==> config.mk <==
export PLATFORM = sky130hd
export DESIGN_NAME = codec_sequencer
export DESIGN_NICKNAME = d
export VERILOG_FILES = /design/src/rtl/codec_sequencer.sv
export SDC_FILE = /design/constraint.sdc
export NUM_CORES = 1
export LEC_CHECK = 0
export ABC_AREA = 1
export CORE_MARGIN = 1.5
export CORE_UTILIZATION = 60
export DETAILED_ROUTE_END_ITERATION = 10
export PLACE_DENSITY = 0.85
export SLEW_MARGIN = 20
export SYNTH_ARGS = -nofsm -noshare
export SYNTH_HDL_FRONTEND = slang
export SYNTH_SLANG_ARGS = --single-unit
==> constraint.sdc <==
create_clock -name CLK100MHZ -period 2.8 [get_ports CLK100MHZ]
set_clock_uncertainty 0.05 [all_clocks]
set_input_delay 0.56 -clock CLK100MHZ [delete_from_list [all_inputs] [get_ports CLK100MHZ]]
set_output_delay 0.56 -clock CLK100MHZ [all_outputs]
set_load 0.02 [all_outputs]
==> src/rtl/codec_sequencer.sv <==
// codec_sequencer: plays BRAM addresses 0..len into the delta codec / averaging
// filter chain at a programmable sample rate, flushes the filter pipeline and
// marks which filtered outputs carry real samples.
// Build option: define SEQ_LOOP_EN for continuous looped playback (no drain/done).
//
// state | meaning
// IDLE  | waiting for a start edge, outputs quiet
// PRIME | one cycle for the first BRAM read to land
// RUN   | strobing samples, stepping through BRAM addresses
// DRAIN | address held, strobing until the filter pipeline empties
// DONE  | playback finished, waiting for a restart
module codec_sequencer #(
  parameter int ADDR_W   = 8,
  parameter int DIV_W    = 16,
  parameter int PIPE_LAT = 4
) (
  input  logic              CLK100MHZ,
  input  logic              reset_n,
  input  logic              start,
  input  logic              abort,
  input  logic [DIV_W-1:0]  div_cfg,
  input  logic [ADDR_W-1:0] len_cfg,
  output logic              bram_ena,
  output logic [ADDR_W-1:0] bram_addr,
  output logic              sample_en,
  output logic              out_valid,
  output logic              busy,
  output logic              done,
  output logic [ADDR_W:0]   sample_cnt
);

  localparam int PL_W = $clog2(PIPE_LAT + 1);

  typedef enum logic [2:0] {IDLE, PRIME, RUN, DRAIN, DONE} state_t;

  state_t            state;
  logic              start_s1, start_s2, start_d;
  logic              start_pulse;
  logic [DIV_W-1:0]  div_q, div_cnt;
  logic [ADDR_W-1:0] len_q;
  logic [PL_W-1:0]   primed;
  logic              strobe_tc;
  logic              pipe_full;
`ifndef SEQ_LOOP_EN
  localparam logic [ADDR_W:0] CNT_MAX = '1;
  logic [PL_W-1:0]   drain;
`endif

  assign start_pulse = start_s2 & ~start_d;
  assign strobe_tc   = (div_cnt == div_q);
  assign pipe_full   = (primed == PL_W'(PIPE_LAT));

  // Two-flop synchronizer for the button plus a delay flop for edge detection.
  always_ff @(posedge CLK100MHZ or negedge reset_n) begin
    if (!reset_n) begin
      start_s1 <= 1'b0;
      start_s2 <= 1'b0;
      start_d  <= 1'b0;
    end else begin
      start_s1 <= start;
      start_s2 <= start_s1;
      start_d  <= start_s2;
    end
  end

  // Sequencer FSM with all outputs registered.
  always_ff @(posedge CLK100MHZ or negedge reset_n) begin
    if (!reset_n) begin
      state      <= IDLE;
      div_q      <= '0;
      div_cnt    <= '0;
      len_q      <= '0;
      primed     <= '0;
`ifndef SEQ_LOOP_EN
      drain      <= '0;
`endif
      bram_ena   <= 1'b0;
      bram_addr  <= '0;
      sample_en  <= 1'b0;
      out_valid  <= 1'b0;
      busy       <= 1'b0;
      done       <= 1'b0;
      sample_cnt <= '0;
    end else begin
      sample_en <= 1'b0;
      out_valid <= 1'b0;
      if (abort) begin
        // abort outranks a coincident start edge; sample_cnt keeps its value
        state     <= IDLE;
        bram_ena  <= 1'b0;
        bram_addr <= '0;
        busy      <= 1'b0;
        done      <= 1'b0;
      end else begin
        case (state)
          IDLE, DONE: begin
            if (start_pulse) begin
              div_q      <= div_cfg;
              len_q      <= len_cfg;
              bram_addr  <= '0;
              bram_ena   <= 1'b1;
              sample_cnt <= '0;
              primed     <= '0;
              busy       <= 1'b1;
              done       <= 1'b0;
              state      <= PRIME;
            end
          end
          PRIME: begin
            div_cnt <= '0;
            state   <= RUN;
          end
          RUN, DRAIN: begin
            if (strobe_tc) begin
              div_cnt   <= '0;
              sample_en <= 1'b1;
              // the first PIPE_LAT strobes only fill the filter pipeline
              if (pipe_full) begin
                out_valid <= 1'b1;
`ifdef SEQ_LOOP_EN
                sample_cnt <= sample_cnt + 1'b1;
`else
                if (sample_cnt != CNT_MAX) sample_cnt <= sample_cnt + 1'b1;
`endif
              end else begin
                primed <= primed + 1'b1;
              end
              if (state == RUN) begin
                if (bram_addr != len_q) begin
                  bram_addr <= bram_addr + 1'b1;
                end else begin
`ifdef SEQ_LOOP_EN
                  bram_addr <= '0;
`else
                  drain <= PL_W'(PIPE_LAT);
                  state <= DRAIN;
`endif
                end
              end
`ifndef SEQ_LOOP_EN
              else begin
                if (drain == PL_W'(1)) begin
                  drain    <= '0;
                  bram_ena <= 1'b0;
                  busy     <= 1'b0;
                  done     <= 1'b1;
                  state    <= DONE;
                end else begin
                  drain <= drain - 1'b1;
                end
              end
`endif
            end else begin
              div_cnt <= div_cnt + 1'b1;
            end
          end
          default: state <= IDLE;
        endcase
      end
    end
  end

endmodule

==> metrics.cfg <==
[detailed_routing]
drcViolationCount = 3
dr.pass1.iters = 8
num_vias = 3777
ant_nets = 0
wirelength_mm = 9.53
wire_per_inst_um = 13.9
drt_iter0_drc = 333
viasPerCell = 5.51

[cells_and_area]
fin_util_pct = 74.8
fillers = 486
nets = 639
drive_above_1_share_pct = 8.55
synthToLayoutAreaGrowth_pct = 18.5
diodes = 0

[clocking]
tritoncts = done
clkLatencyLatePin_ns = 0.35
post_cts_resized = 0
root_buffer = clkbuf_8
cts-hold-fix-buffers = 0
htreeDepth = 3
clkSlewWorstSetupHoldPaths_ns = 0.08
cts_made_buffers = 9
post_cts_buffers = 0
clockBufferDepth = 2
clock_sinks = 73

[timing]
setup_tns_ns = 0
fin_crit_ns = 2.14
fmax_mhz = 468
finalMaxSlewViolations = 0
slew_headroom_pct = 67.7
tightest_slew_ns = 0.481
hold_viol = 0
rsz0062_at_grt = false
post-route-period-util_pct = 76.3
finalSetupViolations = 0

[logic_synthesis]
syn_nets = 586
ys_warn_count = 0
ys_ff_latch = 73
ys_seq_area_share_pct = 45.1
synth_ff_type = dfrtp_1
synth_commonest_cells = 157 x nand2_1, 73 x dfrtp_1, 72 x nor2_1
yosys.cell_count.top_type = nand2_1
yosysUniqueCellTypes = 31
synth_area_um2 = 4050
synth_area_leaders = dfrtp_1 45%, nand2_1 15%, nor2_1 6.7%
syn_avg_cell_area_um2 = 7.37
synth_top_area_share_pct = 45.1
synth_top_cell_by_area = dfrtp_1
ys_async_sr_fraction_pct = 100
synth_edf_count = 0
syn_inst = 550

[floorplan]
coreArea_um2 = 6420
rows = 29
die_width_um = 85.2
fp.dieH_um = 85.2
start_util_pct = 63.1
die-area_um2 = 7260
ios = 50

[setup_path]
start_kind = register
reg2reg_slack_ns = 0.67
slowest_delay_ns = 0.66
arrival_ns = 1.53
worst_path_max_delay_cell = clkdlybuf4s50_1
crit_start = bram_addr[0]
crit_path_end_kind = output pin
crit_fanout = 6
cp_cell_sequence = clkdlybuf4s50_1
path_buf_inv = 1
regToRegStartpoint = sample_cnt[0]
critical_path_required_ns = 2.19
critPathTopFamily = buffers and inverters
crit_type = register to output pin

[power_and_ir_drop]
power.internal_uw = 2120
p_sw_share_pct = 39.9
p_per_area_nw_per_um2 = 735
seqPwrFrac_pct = 41.5
ir_drop_mv = 0.506
leakage_uw = 0.00233
p_clk_share_pct = 22.8
combPwrFrac_pct = 35.7
power_switching_uw = 1410

[grt]
use_met3_pct = 6.71
use_met2_pct = 48.4
grt_pass1_wl_mm = 16.7
grt-busiest-layer = met2
overflow = 0
grt.total_usage_pct = 29.1
grt_use_met1_pct = 36.8
antenna_found_initial = 0
grt_pass1_vias = 3710
grt_max_degree = 74

[status]
status = finished with violations
violations = DRC

[min_path]
hold_class = input pin to async pin

[placed_design]
io_buffer_count = 49
dp_hpwl_mm = 6.67
place_congestion = 0.943

[job]
drv_cap = 0

==> area by class of cell <==
| cell class | count | area, µm² | area share, % |
|---|---|---|---|
| multi-input combinational | 386 | 1860 | 38.7 |
| sequential | 73 | 1830 | 38.0 |
| timing repair buffer | 53 | 528 | 11.0 |
| inverter | 80 | 300 | 6.25 |
| clock buffer | 13 | 169 | 3.51 |
| tap | 77 | 96.3 | 2.00 |
| clock inverter | 3 | 23.8 | 0.495 |
==> stage by stage <==
step / hold slack (ns) / power, µW / setup WS [ns] / instance area (µm²) / std cells
3_5_place_dp: 0.300 / 2730 / 0.431 / 4610 / 669
6_report: 0.173 / 3530 / 0.664 / 4810 / 685
4_1_cts: 0.195 / 3530 / 0.661 / 4810 / 685
5_1_grt: 0.211 / 3770 / 0.447 / 4810 / 685
3_3_place_gp: 0.283 / 2650 / 0.518 / 4610 / 669
2_1_floorplan: 0.214 / 2390 / 0.862 / 4050 / 550
==> layer usage <==
layer / part of all wire (%) / vias up
met3: 6.8 / 31
met4: 2.5 / 0
li1: - / 1838
met5: 0 / -
met1: 41 / 1742
met2: 49 / 166
==> state kept, by name (all words and copies together), names as in the netlist <==
register	cells
div_cnt	16
div_q	16
sample_cnt	9
bram_addr	8
len_q	8
drain	3
primed	3
state	3
busy	1
done	1
out_valid	1
sample_en	1
start_d	1
start_s1	1
start_s2	1
==> power groups by stage <==
| stage | registers, µW | logic (µW) | clock network [µW] |
|---|---|---|---|
| after CTS | 1460 | 1260 | 812 |
| after floorplan | 1460 | 934 | 0 |
| after global placement | 1460 | 1180 | 0 |
| final | 1470 | 1260 | 806 |
| after global routing | 1500 | 1420 | 849 |
| after detailed placement | 1480 | 1250 | 0 |
==> final timing paths <==
path                       cells after the start            end
min                                            2       div_q[2]
max reg2reg                                   11  sample_cnt[3]
max in group asynchronous                      2  sample_cnt[6]
min in group CLK100MHZ                         0       start_s2
max                                            1   bram_addr[0]
min reg2reg                                    0       start_s2
==> cells in the final DEF (no fill, tap or decap), drive strengths merged <==
cell | synthesis | layout
nand2 | 162 | 162
inv | 79 | 79
nor2 | 76 | 76
dfrtp | 73 | 73
clkdlybuf4s50 | 0 | 48
nand3 | 35 | 35
a21oi | 33 | 33
o21ai | 23 | 23
nor3 | 18 | 18
clkbuf | 3 | 13
xor2 | 8 | 8
ha | 8 | 8
nand4 | 7 | 7
mux2 | 5 | 5
buf | 8 | 5
xnor2 | 4 | 4
nor4 | 4 | 4
a31oi | 2 | 2
clkinvlp | 0 | 2
clkinv | 1 | 2
or2 | 1 | 1
==> cell families (layout without fill, tap and decap cells) <==
logic type | after synthesis | in the layout | synth area share, %
adder cells (fa/ha/maj) | 8 | 8 | 2.47
XOR/XNOR | 12 | 12 | 2.59
AO/OA/AOI/OAI | 58 | 58 | 7.87
flip-flops | 73 | 73 | 45.1
buffers and inverters | 91 | 149 | 9.01
multiplexers | 5 | 5 | 1.39
AND/OR/NAND/NOR | 303 | 303 | 31.6
(Power assumes the default switching activity.)
